--- src/rtl/bayer_demosaic_pkg.sv ---
// Shared definitions for the Bayer demosaic stage.
// Holds the pipeline dtype codes (as macros, so port declarations can
// use `DTYPE_WIDTH) plus package-scoped copies, the CFA phase
// constants and a helper that classifies pixel beats.
`ifndef BAYER_DEMOSAIC_DTYPES
`define BAYER_DEMOSAIC_DTYPES
`define DTYPE_WIDTH       4
`define DTYPE_FRAME_START 4'h1
`define DTYPE_FRAME_END   4'h2
`define DTYPE_ROW_START   4'h3
`define DTYPE_ROW_END     4'h4
`define DTYPE_HEADER      4'h5
`define DTYPE_PIXEL       4'h8
`define DTYPE_PIXEL_MASK  4'h8
`endif

package bayer_demosaic_pkg;

    localparam int DTYPE_W = `DTYPE_WIDTH;

    localparam logic [DTYPE_W-1:0] DTYPE_FRAME_START = `DTYPE_FRAME_START;
    localparam logic [DTYPE_W-1:0] DTYPE_FRAME_END   = `DTYPE_FRAME_END;
    localparam logic [DTYPE_W-1:0] DTYPE_ROW_START   = `DTYPE_ROW_START;
    localparam logic [DTYPE_W-1:0] DTYPE_ROW_END     = `DTYPE_ROW_END;
    localparam logic [DTYPE_W-1:0] DTYPE_HEADER      = `DTYPE_HEADER;
    localparam logic [DTYPE_W-1:0] DTYPE_PIXEL       = `DTYPE_PIXEL;
    localparam logic [DTYPE_W-1:0] DTYPE_PIXEL_MASK  = `DTYPE_PIXEL_MASK;

    // CFA colour at the kernel centre. Bit 0 = column position,
    // bit 1 = row position, so XOR with {row,col} parity walks the mosaic.
    localparam logic [1:0] BAYER_R  = 2'd0;
    localparam logic [1:0] BAYER_GR = 2'd1;
    localparam logic [1:0] BAYER_GB = 2'd2;
    localparam logic [1:0] BAYER_B  = 2'd3;

    function automatic logic is_pixel(input logic [DTYPE_W-1:0] dt);
        return |(dt & DTYPE_PIXEL_MASK);
    endfunction

endpackage

--- src/rtl/bayer_demosaic_if.sv ---
// Stream bundle between the kernel stage, the demosaic stage and the
// downstream consumer.
//   bayer_phase/bypass : frame-level configuration (sampled on FRAME_START)
//   dvi/dtypei/meta_datai/kerneli : input beat
//   dvo/dtypeo/meta_datao/rgbo   : output beat, {R,G,B} with R in MSBs
// Handshake: a beat transfers on every clock where its valid is high;
// there is no ready/backpressure, so a consumer must accept every beat.
interface bayer_demosaic_if #(
    parameter int PIXEL_WIDTH = 10,
    parameter int DATA_WIDTH  = 16
);
    logic [1:0]               bayer_phase;
    logic                     bypass;
    logic                     dvi;
    logic [`DTYPE_WIDTH-1:0]  dtypei;
    logic [DATA_WIDTH-1:0]    meta_datai;
    logic [9*PIXEL_WIDTH-1:0] kerneli;
    logic                     dvo;
    logic [`DTYPE_WIDTH-1:0]  dtypeo;
    logic [DATA_WIDTH-1:0]    meta_datao;
    logic [3*PIXEL_WIDTH-1:0] rgbo;

    modport master (
        output bayer_phase, bypass, dvi, dtypei, meta_datai, kerneli,
        input  dvo, dtypeo, meta_datao, rgbo
    );

    modport slave (
        input  bayer_phase, bypass, dvi, dtypei, meta_datai, kerneli,
        output dvo, dtypeo, meta_datao, rgbo
    );
endinterface

--- src/rtl/bayer_demosaic_interp.sv ---
// Bilinear demosaic datapath (two register stages).
//   Stage 1: neighbourhood sums plus centre, phase, bypass and pixel flag.
//   Stage 2: per-phase channel selection, truncating averages.
// Ports: clk, reset (sync, active-high), pix_i (beat is a valid pixel),
// kernel_i (packed 3x3, [r][c] at (r*3+c)*PIXEL_WIDTH), phase_i
// (effective CFA phase), bypass_i, rgb_o ({R,G,B}, zero for non-pixels).
module bayer_demosaic_interp
    import bayer_demosaic_pkg::*;
#(
    parameter int PIXEL_WIDTH = 10
) (
    input  logic                     clk,
    input  logic                     reset,
    input  logic                     pix_i,
    input  logic [9*PIXEL_WIDTH-1:0] kernel_i,
    input  logic [1:0]               phase_i,
    input  logic                     bypass_i,
    output logic [3*PIXEL_WIDTH-1:0] rgb_o
);
    localparam int PW = PIXEL_WIDTH;

    logic [PW-1:0] k [9];

    logic [PW+1:0] cross_d, cross_q, diag_d, diag_q;
    logic [PW:0]   horiz_d, horiz_q, vert_d, vert_q;
    logic [PW-1:0] centre_d, centre_q;
    logic [1:0]    phase_d, phase_q;
    logic          bypass_d, bypass_q, pix_d, pix_q;
    logic [3*PW-1:0] rgb_d, rgb_q;

    logic [PW-1:0] cross_avg, diag_avg, horiz_avg, vert_avg;
    logic [PW-1:0] r_ch, g_ch, b_ch;

    always_comb begin
        for (int i = 0; i < 9; i++) begin
            k[i] = kernel_i[i*PW +: PW];
        end
        // Indices: 0..2 top row, 3..5 middle row, 6..8 bottom row.
        cross_d  = {2'b00, k[1]} + {2'b00, k[3]} + {2'b00, k[5]} + {2'b00, k[7]};
        diag_d   = {2'b00, k[0]} + {2'b00, k[2]} + {2'b00, k[6]} + {2'b00, k[8]};
        horiz_d  = {1'b0, k[3]} + {1'b0, k[5]};
        vert_d   = {1'b0, k[1]} + {1'b0, k[7]};
        centre_d = k[4];
        phase_d  = phase_i;
        bypass_d = bypass_i;
        pix_d    = pix_i;
    end

    always_comb begin
        // Averages of N equal-width terms cannot exceed one pixel's range.
        cross_avg = cross_q[PW+1:2];
        diag_avg  = diag_q[PW+1:2];
        horiz_avg = horiz_q[PW:1];
        vert_avg  = vert_q[PW:1];
        r_ch = centre_q;
        g_ch = centre_q;
        b_ch = centre_q;
        if (!bypass_q) begin
            case (phase_q)
                BAYER_R:  begin r_ch = centre_q;  g_ch = cross_avg; b_ch = diag_avg;  end
                BAYER_GR: begin r_ch = horiz_avg; g_ch = centre_q;  b_ch = vert_avg;  end
                BAYER_GB: begin r_ch = vert_avg;  g_ch = centre_q;  b_ch = horiz_avg; end
                default:  begin r_ch = diag_avg;  g_ch = cross_avg; b_ch = centre_q;  end
            endcase
        end
        rgb_d = pix_q ? {r_ch, g_ch, b_ch} : '0;
    end

    always_ff @(posedge clk) begin
        if (reset) begin
            cross_q  <= '0;
            diag_q   <= '0;
            horiz_q  <= '0;
            vert_q   <= '0;
            centre_q <= '0;
            phase_q  <= '0;
            bypass_q <= 1'b0;
            pix_q    <= 1'b0;
            rgb_q    <= '0;
        end else begin
            cross_q  <= cross_d;
            diag_q   <= diag_d;
            horiz_q  <= horiz_d;
            vert_q   <= vert_d;
            centre_q <= centre_d;
            phase_q  <= phase_d;
            bypass_q <= bypass_d;
            pix_q    <= pix_d;
            rgb_q    <= rgb_d;
        end
    end

    assign rgb_o = rgb_q;
endmodule

--- src/rtl/bayer_demosaic.sv ---
// Bayer demosaic stage: turns each 3x3 raw kernel into one RGB pixel and
// passes header/meta/framing beats through with the same 2-cycle latency.
// Ports: clk, reset (sync, active-high), bus (bayer_demosaic_if.slave).
// Frame configuration (bayer_phase, bypass) is latched on FRAME_START;
// row/column parity track the mosaic position within the frame.
module bayer_demosaic
    import bayer_demosaic_pkg::*;
#(
    parameter int PIXEL_WIDTH = 10,
    parameter int DATA_WIDTH  = 16
) (
    input  logic             clk,
    input  logic             reset,
    bayer_demosaic_if.slave  bus
);
    logic [1:0]            phase_d, phase_q;
    logic                  bypass_d, bypass_q;
    logic                  row_par_d, row_par_q;
    logic                  col_par_d, col_par_q;
    logic                  dv1_d, dv1_q, dv2_q;
    logic [DTYPE_W-1:0]    dtype1_d, dtype1_q, dtype2_q;
    logic [DATA_WIDTH-1:0] meta1_d, meta1_q, meta2_q;
    logic [1:0]            eff_phase;
    logic                  pix;

    always_comb begin
        phase_d   = phase_q;
        bypass_d  = bypass_q;
        row_par_d = row_par_q;
        col_par_d = col_par_q;
        // Phase used by this beat is based on parity before its own update.
        eff_phase = phase_q ^ {row_par_q, col_par_q};
        pix       = bus.dvi && is_pixel(bus.dtypei);
        if (bus.dvi) begin
            if (bus.dtypei == DTYPE_FRAME_START) begin
                phase_d   = bus.bayer_phase;
                bypass_d  = bus.bypass;
                row_par_d = 1'b0;
            end
            if (bus.dtypei == DTYPE_ROW_START) col_par_d = 1'b0;
            if (bus.dtypei == DTYPE_ROW_END)   row_par_d = ~row_par_q;
            if (pix)                           col_par_d = ~col_par_q;
        end
        dv1_d    = bus.dvi;
        dtype1_d = bus.dtypei;
        meta1_d  = bus.meta_datai;
    end

    always_ff @(posedge clk) begin
        if (reset) begin
            phase_q   <= '0;
            bypass_q  <= 1'b0;
            row_par_q <= 1'b0;
            col_par_q <= 1'b0;
            dv1_q     <= 1'b0;
            dv2_q     <= 1'b0;
            dtype1_q  <= '0;
            dtype2_q  <= '0;
            meta1_q   <= '0;
            meta2_q   <= '0;
        end else begin
            phase_q   <= phase_d;
            bypass_q  <= bypass_d;
            row_par_q <= row_par_d;
            col_par_q <= col_par_d;
            dv1_q     <= dv1_d;
            dv2_q     <= dv1_q;
            dtype1_q  <= dtype1_d;
            dtype2_q  <= dtype1_q;
            meta1_q   <= meta1_d;
            meta2_q   <= meta1_q;
        end
    end

    bayer_demosaic_interp #(.PIXEL_WIDTH(PIXEL_WIDTH)) u_interp (
        .clk      (clk),
        .reset    (reset),
        .pix_i    (pix),
        .kernel_i (bus.kerneli),
        .phase_i  (eff_phase),
        .bypass_i (bypass_q),
        .rgb_o    (bus.rgbo)
    );

    assign bus.dvo        = dv2_q;
    assign bus.dtypeo     = dtype2_q;
    assign bus.meta_datao = meta2_q;
endmodule

--- src/flat_wrapper.sv ---
// flat-port wrapper written by rule: the top's interface ports become plain ports
module bayer_demosaic_flat import bayer_demosaic_pkg::*;
#(
    parameter int PIXEL_WIDTH = 10,
    parameter int DATA_WIDTH  = 16
)
  (clk, reset, bus_bayer_phase, bus_bypass, bus_dvi, bus_dtypei, bus_meta_datai, bus_kerneli, bus_dvo, bus_dtypeo, bus_meta_datao, bus_rgbo);
  bayer_demosaic_if #(.PIXEL_WIDTH(PIXEL_WIDTH), .DATA_WIDTH(DATA_WIDTH)) bus_i ();
  input  logic clk;
  input  logic reset;
  input wire logic [$bits(bus_i.bayer_phase)-1:0] bus_bayer_phase;
  input wire logic [$bits(bus_i.bypass)-1:0] bus_bypass;
  input wire logic [$bits(bus_i.dvi)-1:0] bus_dvi;
  input wire logic [$bits(bus_i.dtypei)-1:0] bus_dtypei;
  input wire logic [$bits(bus_i.meta_datai)-1:0] bus_meta_datai;
  input wire logic [$bits(bus_i.kerneli)-1:0] bus_kerneli;
  output wire logic [$bits(bus_i.dvo)-1:0] bus_dvo;
  output wire logic [$bits(bus_i.dtypeo)-1:0] bus_dtypeo;
  output wire logic [$bits(bus_i.meta_datao)-1:0] bus_meta_datao;
  output wire logic [$bits(bus_i.rgbo)-1:0] bus_rgbo;
  assign bus_i.bayer_phase = bus_bayer_phase;
  assign bus_i.bypass = bus_bypass;
  assign bus_i.dvi = bus_dvi;
  assign bus_i.dtypei = bus_dtypei;
  assign bus_i.meta_datai = bus_meta_datai;
  assign bus_i.kerneli = bus_kerneli;
  assign bus_dvo = bus_i.dvo;
  assign bus_dtypeo = bus_i.dtypeo;
  assign bus_meta_datao = bus_i.meta_datao;
  assign bus_rgbo = bus_i.rgbo;
  bayer_demosaic #(.PIXEL_WIDTH(PIXEL_WIDTH), .DATA_WIDTH(DATA_WIDTH)) u_core (.clk(clk), .reset(reset), .bus(bus_i));
endmodule
--- config.mk ---
export PLATFORM = sky130hd
export DESIGN_NAME = bayer_demosaic_flat
export DESIGN_NICKNAME = d
export VERILOG_FILES = /design/src/rtl/bayer_demosaic_pkg.sv /design/src/rtl/bayer_demosaic_if.sv /design/src/rtl/bayer_demosaic_interp.sv /design/src/rtl/bayer_demosaic.sv /design/src/flat_wrapper.sv
export SDC_FILE = /design/constraint.sdc
export NUM_CORES = 1
export LEC_CHECK = 0
export ABC_AREA = 1
export BUFFER_PORTS_ARGS = -buffer_cell sky130_fd_sc_hd__buf_2
export CAP_MARGIN = 20
export CORE_ASPECT_RATIO = 0.6
export CORE_MARGIN = 3
export CORE_UTILIZATION = 30
export DETAILED_ROUTE_END_ITERATION = 10
export PLACE_DENSITY = 0.54
export SLEW_MARGIN = 20
export SYNTH_ARGS = -nofsm -noshare
export SYNTH_HDL_FRONTEND = slang
export SYNTH_SLANG_ARGS = --single-unit
--- constraint.sdc ---
create_clock -name clk -period 3 [get_ports clk]
set_clock_uncertainty 0.1 [all_clocks]
set_input_delay 0.15 -clock clk [delete_from_list [all_inputs] [get_ports clk]]
set_output_delay 0.15 -clock clk [all_outputs]
set_load 0.005 [all_outputs]
== Word level (Yosys, flattened, before mapping) ==
Index checks and enable logic that the tools add are counted.
W data, S select, Z words.

* $add $sub $neg: 8
* Eq/ne operators: 5
* Muxes and demuxes: 10
* Bitwise logic cells: 4
* Reductions and logical operators: 9

{| class="wikitable"
|+ Operators with widths
! operator !! count
|-
| $pmux W10 S3 || 2
|-
| $add A10 B10 Y11 || 4
|-
| $mux W10 || 4
|-
| $add A12 B10 Y12 || 3
|-
| $add A11 B10 Y12 || 1
|-
| $reduce_and A2 Y1 || 3
|-
| $eq A4 B1 Y1 const B || 1
|-
| $eq A4 B2 Y1 const B || 1
|-
| $eq A4 B3 Y1 const B || 1
|-
| $mux W1 || 4
|-
| $reduce_bool A2 Y1 || 2
|-
| $reduce_or A2 Y1 || 2
|-
| $not A1 Y1 || 3
|-
| $eq A2 B1 Y1 const B || 1
|-
| $eq A2 B2 Y1 const B || 1
|-
| $logic_not A2 Y1 || 1
|-
| $xor A2 B2 Y2 || 1
|-
| $logic_and A1 B1 Y1 || 1
|}

* Bits in registers: 137
* Bits of input ports: 116
* Output and inout bits: 51
* Logic and storage cells: 55

== Depth between registers and ports, before layout ==
Gate-level depths: netlist of the first run.

* Word-level depth: 4
* Gate-level depth with buffers: 18
* Gate-level depth less buffers: 18

== Hierarchy ==
Synthesis of the first run repeated with hierarchy kept, for this count alone.

* Cells, all modules: 991
* Area, all modules: 7536.0 um^2

{| class="wikitable"
|+ Modules (own cells, without submodules)
! module !! instances !! cells each !! area an instance (um^2) !! seq. area each (um^2)
|-
| bayer_demosaic_interp || 1 || 824 || 6104.6 || 1681.6
|-
| bayer_demosaic || 1 || 167 || 1431.4 || 940.9
|}

== Worst setup path before layout of the first run ==
OpenSTA, ideal clock, no wires.

* Path kind: input to register
* From: in bus_kerneli[10]
* To: reg u_core.u_interp.cross_q[11]
* Library setup time: 0.109 ns
* Arrival time: 2.560 ns
* Required time: 2.791 ns
* Setup slack: 0.231 ns
* Stages: 17
* Path buffers: 0
* Cells stage by stage: ha_1 > inv_1 > fa_1 > o21ai_2 > a21oi_1 > xor2_1 > fa_1 > inv_1 > ha_1 > a21oi_1 > nor2_1 > nor2_1 > nand2_1 > nand2_1 > nand2_1 > nand2_1 > inv_1

* Cells in the longest elaborated chain, start to end: 3

{| class="wikitable"
|+ RTL lines
! item !! RTL line !! RTL
|-
| start, declared || flat_wrapper.sv:16 || <nowiki>input wire logic [$bits(bus_i.kerneli)-1:0] bus_kerneli;</nowiki>
|-
| $add A10 B10 Y11 || bayer_demosaic_interp.sv:39 || <nowiki>cross_d = {2'b00, k[1]} + {2'b00, k[3]} + {2'b00, k[5]} + {2'b00, k[7]};</nowiki>
|-
| $add A12 B10 Y12 (2 in a row) || bayer_demosaic_interp.sv:39 ||
|-
| end signal, assigned || bayer_demosaic_interp.sv:81 || <nowiki>cross_q <= cross_d;</nowiki>
|-
| end, declared || bayer_demosaic_interp.sv:24 || <nowiki>logic [PW+1:0] cross_d, cross_q, diag_d, diag_q;</nowiki>
|}

No other way between the ends.
A chain may end at the register's enable or synchronous reset.

== Worst setup path in the final report of the first run ==
Same ends and word-level chain as after synthesis.

==> impl_metrics.yaml, run 1 <==
clock_network:
  post_cts_buffers: 0
  clock_path_buffers: 2
  cts-htree-levels: 4
  ctsResizeCount: 0
  root_buffer: "clkbuf_16"
  cts_sinks: 131
  cts_buffers: 17
  worstSkewPairLatency_ps: 410
  cts_tree: "built"
  clkTransAtPathRegs_ps: 60
timing:
  tns_ps: 0
  finalMaxSlewViolations: 0
  rsz0062_at_grt: "no"
  period_needed_ps: 2740
  fmax_mhz: 365
  setup_violations: 0
  worst_slew_margin_rel: 0.529
  worst_pin_slew_ps: 707
  finalHoldViolations: 0
  post-route-period-util: 0.912
logic_synthesis:
  synth_edf_count: 0
  synth-seq-cells: 131
  synth.yosys.warnings: 0
  synthesis.nets: 1161
  synth_area_per_cell_um2: 7.59
  yosysUniqueCellTypes: 37
  synth_ff_type: "dfxtp_1"
  yosysSeqAreaShare: 0.360
  async_reset_ff_frac: 0
  syn_area_mm2: 0.00729
  yosysTopAreaCellShare: 0.360
  yosysTopAreaCell: "dfxtp_1"
  syn_inst: 961
  yosys-top-cells-area: "dfxtp_1 36%, nand2_1 9.9%, fa_1 9.1%"
  synth.most_common_cell: "nand2_1"
  synth_top_cells_by_count: "193 x nand2_1, 175 x inv_1, 162 x nor2_1"
cells_and_area:
  num-nets-final: 1368
  fin_util: 0.401
  drive_gt1_frac: 0.190
  antenna_cells_inserted: 0
  area_delta_synth_final_pct: 29.3
floorplan:
  die_x_um: 207
  dieHeight_um: 127
  rows: 43
  initial_core_util: 0.310
  coreArea_mm2: 0.0235
  dieArea_mm2: 0.0263
  ios: 167
pwr:
  p_per_area_mw_per_mm2: 608
  power_uw: 5730
  p_leak_uw: 0.00487
  vdd_drop_max_v: 0.000285
global_routing:
  grt_pass1_vias: 6337
  grt_max_degree: 69
  overflow: 0
  antenna_found_initial: 0
  grt_usage: 0.162
  grt_pass1_wl_um: 33500
critical_path:
  reg2reg_to: "u_core.u_interp.rgb_o[13]"
  endpoint_kind: "flop"
  crit_fanout: 3
  critPathKind: "input port to flop"
  required_ps: 3210
  reg2reg_from: "u_core.u_interp.phase_q[0]"
  arrival_ps: 2950
  startpoint: "bus_kerneli[10]"
  rrSetupSlack_ps: 1170
  reg2reg_depth: 7
  cp-start-kind: "input port"
min_path:
  hold_depth: 4
  hold_path_startpoint: "reset"
  hold_class: "input port to flop"
  hold_path_end: "u_core.u_interp.cross_q[8]"
place:
  port_buffers: 166
  dp_hpwl_um: 16800
  gp_congestion: 0.862
drt:
  via_per_inst: 4.40
  wl_um: 21100
  vias: 6585
  first_pass_iters: 5
  detail-route-antenna-nets: 0
  first_iter_violations: 414
  drc: 0
  wl_per_cell_um: 14.1
run_status:
  status: "complete, no violations"
flow_run:
  drv_cap: 0
## where the power goes
part,total (uW),leakage [uW],internal (uW),switching [uW]
Sequential,2010,0.00108,1920,88.9
Clock,2110,0.000296,1310,801
Combinational,1610,0.00349,654,954
Total,5720,0.00487,3880,1840
## repair_timing
item                                   CTS  global route
setup endpoints to repair                0             1
endpoints found under the hold margin   36             0
hold buffers                            34             0
## placed cells by master (no fill, tap or decap), drive strengths merged, types with 8 or more instances in the layout
| master | netlist | routed |
|---|---|---|
| a22o | 9 | 9 |
| inv | 177 | 181 |
| a31oi | 10 | 10 |
| nand2 | 195 | 195 |
| ha | 51 | 51 |
| o221ai | 9 | 9 |
| a41oi | 10 | 10 |
| o21ai | 40 | 40 |
| clkbuf | 11 | 20 |
| fa | 33 | 33 |
| nor2 | 162 | 162 |
| dlygate4sd3 | 0 | 34 |
| buf | 14 | 179 |
| dfxtp | 131 | 131 |
| nand3 | 22 | 22 |
| o21bai | 8 | 8 |
| a21oi | 44 | 44 |
| xor2 | 8 | 8 |
## area by class of cell
cell class | instances | area, um^2
clock inverter | 12 | 144
timing repair buffer | 213 | 1270
tap | 315 | 394
inverter | 178 | 676
clock buffer | 20 | 467
fill | 2444 | 14100
sequential | 131 | 2620
multi-input combinational | 627 | 3850
## per-stage QoR
stage / area (um^2) / instances / setup WS, ps / hold WS, ps
after floorplan: 7290 / 961 / 231 / 157
after global placement: 8470 / 1430 / -50.8 / 256
after detailed placement: 8470 / 1430 / -105 / 256
after CTS: 9420 / 1496 / 316 / 51.1
after global routing: 9420 / 1496 / 33.1 / 81.1
final: 9420 / 1496 / 263 / 67.5
## routing by layer
layer  wire [um]  GRT usage  vias to the layer above  part of all wire
met1       11700      0.254                     2986              0.55
met4          77     0.0311                        0            0.0037
met2        8140      0.225                      183              0.39
li1            -          -                     3407                 -
met5           0          0                        -                 0
met3        1180     0.0356                        9             0.056
## worst max-delay path: stages
cell	delay [ps]
buf_2	90
ha_1	190
inv_1	90
fa_1	410
o21ai_2	170
nand3_1	150
nand2_1	130
xor2_1	190
fa_1	450
inv_1	70
ha_1	280
inv_1	100
o21bai_1	60
nor2_1	110
nand2_1	100
nand2_1	70
nand2_1	40
nand2_1	50
inv_1	40
## flip-flops by register name (all words and copies together), names as in the netlist, 2 cells and up
signal,cells
u_core.bus.dtypeo,4
u_core.dtype1_q,4
u_core.meta1_q,16
u_core.u_interp.rgb_o,30
u_core.bus.meta_datao,16
u_core.u_interp.cross_q,10
u_core.u_interp.phase_q,2
u_core.u_interp.diag_q,10
u_core.phase_q,2
u_core.u_interp.centre_q,10
u_core.u_interp.horiz_q,10
u_core.u_interp.vert_q,10
## worst max-delay path by stage
stage,to,cells after the start
after floorplan,u_core.u_interp.cross_q[11],17
after global placement,u_core.u_interp.cross_q[10],18
after detailed placement,u_core.u_interp.cross_q[10],18
after CTS,u_core.u_interp.cross_q[10],18
after global routing,u_core.u_interp.cross_q[10],18
final,u_core.u_interp.cross_q[11],19
## cells by family after synthesis
group / count (synthesis) / synth area share
and+or+nand+nor: 394 / 0.214
buffers and inverters: 203 / 0.112
AOI/OAI and AO/OA: 136 / 0.120
DFF: 131 / 0.360
adders and majority gates: 84 / 0.178
xor gates and xnor gates: 13 / 0.0156
Power figures use the tool's default switching activity.
==> inputs of run 2 (changes only) <==
--- a/config.mk
+++ b/config.mk
@@ -12,7 +12,6 @@
 export CORE_MARGIN = 3
 export CORE_UTILIZATION = 30
 export DETAILED_ROUTE_END_ITERATION = 10
-export PLACE_DENSITY = 0.54
 export SLEW_MARGIN = 20
 export SYNTH_ARGS = -nofsm -noshare
 export SYNTH_HDL_FRONTEND = slang
==> run 2 against run 1 <==
  * Worst setup slack better by 17 ps
  * Final cell count up 0.13%
  * Count of clock-buffer cells in the layout down 1
  * Via count down 0.15%
  * Non-clock buffer count up 2
  * Sequential power about the same
  * First-iteration DRC count up 14%
  * Routed wire length down 1.5%
  * Critical path type unchanged
  * Highest routed layer unchanged
==> impl_metrics.yaml, run 2 (synthesis results as in run 1) <==
critical_path:
  cp_slowest_cell: "fa_1"
  rrSetupSlack_ps: 1160
  crit_chain: "buf_2 -> ha_1 -> inv_1 -> fa_1 -> o21ai_2 -> nand3_1 -> nand2_1 -> xor2_1 -> fa_1 -> inv_1 -> ha_1 -> nand2_1 -> inv_1 -> a21oi_1 -> nand3_1 -> nand2_1 -> inv_1 -> nor2_1"
  reg2reg_depth: 7
  crit_fanout: 3
  cp_common_cell: "inv_1"
  reg2reg_to: "u_core.u_interp.rgb_o[13]"
  cp-start-kind: "input port"
  max_stage_delay_ps: 440
  arrival_ps: 2970
  critPathKind: "input port to flop"
  required_ps: 3250
  startpoint: "bus_kerneli[10]"
  crit_path_end: "u_core.u_interp.cross_q[10]"
  reg2reg_from: "u_core.u_interp.phase_q[0]"
  endpoint_kind: "flop"
cells_and_area:
  final_common_cell: "nand2_1"
  final_cell_mix: "193 x nand2_1, 175 x inv_1, 166 x buf_2"
  antenna_cells_inserted: 0
  area_delta_synth_final_pct: 28.9
  num-nets-final: 1370
  drive_gt1_frac: 0.190
  fin_util: 0.400
  largest_register_ffs: 30
  finalNonFillerCells: 1498
pwr:
  seqPwrFrac: 0.359
  p_per_area_mw_per_mm2: 596
  p_int_uw: 3750
  pwr-share-clk: 0.353
  vdd_drop_max_v: 0.000353
  power.switching_uw: 1850
  pwr-share-comb: 0.287
  p_leak_uw: 0.00485
  swShare: 0.330
min_path:
  hold_class: "input port to flop"
place:
  port_buffers: 166
  dp_hpwl_um: 16700
  dp_cells: 1432
  gp_congestion: 0.927
  post-place-ws_ps: -78.5
global_routing:
  grt_max_degree: 69
  grt_pass1_wl_um: 33700
  overflow: 0
  antenna_found_initial: 1
  grt_pass1_vias: 6489
  grt_usage: 0.162
timing:
  period_needed_ps: 2720
  rsz0062_at_grt: "no"
  finalHoldViolations: 0
  worst_slew_margin_rel: 0.510
  post-route-period-util: 0.907
  final.setup.worst_slack_ps: 280
  fmax_mhz: 368
  worst_pin_slew_ps: 734
  tns_ps: 0
  finalMaxSlewViolations: 0
  setup_violations: 0
clock_network:
  post_cts_buffers: 0
  cts_tree: "built"
  cts-htree-levels: 4
  root_buffer: "clkbuf_16"
  cts_buffers: 17
  clock_path_buffers: 2
  worstSkewPairLatency_ps: 420
  clkTransAtPathRegs_ps: 60
  cts_sinks: 131
drt:
  via_per_inst: 4.39
  first_iter_violations: 473
  first_pass_iters: 5
  vias: 6575
  detail-route-antenna-nets: 0
  wl_per_cell_um: 13.8
  drc: 0
  wl_um: 20700
flow_run:
  drv_cap: 0
floorplan:
  dieArea_mm2: 0.0263
  die_x_um: 207
  coreArea_mm2: 0.0235
  ios: 167
  initial_core_util: 0.310
  rows: 43
  dieHeight_um: 127
run_status:
  status: "complete, no violations"
run 2: changes by cell type in the layout (fill, tap and decap cells not counted):
cell        before  now
clkinv_4         3    4
clkbuf_1         0    1
buf_4           13   15
clkbuf_8         3    1
bufinv_16        2    1
inv_6            3    2
clkinvlp_4       2    4
run 2: worst max-delay path: cells and delay by family:
| kind | cells | cell delay, ps |
|---|---|---|
| fa+ha+maj | 4 | 1280 |
| simple gates | 6 | 610 |
| compound gates | 2 | 400 |
| buf+inv | 5 | 330 |
| xor+xnor | 1 | 190 |
run 2: worst min path at each step:
stage | cells past startpoint | endpoint | start
floorplan | 2 | u_core.meta1_q[0] | bus_meta_datai[0]
global placement | 3 | u_core.u_interp.centre_q[7] | bus_kerneli[47]
detailed placement | 3 | u_core.u_interp.centre_q[2] | bus_kerneli[42]
CTS | 4 | u_core.u_interp.cross_q[9] | reset
global route | 4 | u_core.u_interp.cross_q[9] | reset
finish | 4 | u_core.u_interp.cross_q[9] | reset
run 2: through the flow:
stage	area (um^2)	hold slack, ps	power (uW)
after detailed placement	8490	260	3630
after global placement	8490	259	3620
after global routing	9400	81.8	6030
after floorplan	7290	157	3110
final	9400	64.8	5600
after CTS	9400	50.1	5670
run 2: cell type report:
| type | count | area [um^2] |
|---|---|---|
| clock inverter | 13 | 129 |
| tap | 315 | 394 |
| inverter | 178 | 676 |
| sequential | 131 | 2620 |
| multi-input combinational | 627 | 3850 |
| fill | 2461 | 14100 |
| timing repair buffer | 215 | 1280 |
| clock buffer | 19 | 443 |
run 2: timing repair:
action / in CTS / in global routing
hold buffers: 34 / 0
endpoints found under the hold margin: 36 / 0
gates resized for setup: 0 / 0
run 2: power by group through the flow:
stage                     Combinational [uW]  Sequential, uW  Clock [uW]
after floorplan                         1100            2010           0
after global placement                  1580            2050           0
after detailed placement                1580            2050           0
after CTS                               1620            2010        2030
after global routing                    1880            2030        2120
final                                   1610            2010        1980
run 2: per-layer routing:
metal | share of wire | global-route usage
met5 | 0 | 0
met4 | 0.0077 | 0.0371
met3 | 0.062 | 0.0366
met2 | 0.40 | 0.237
met1 | 0.53 | 0.242
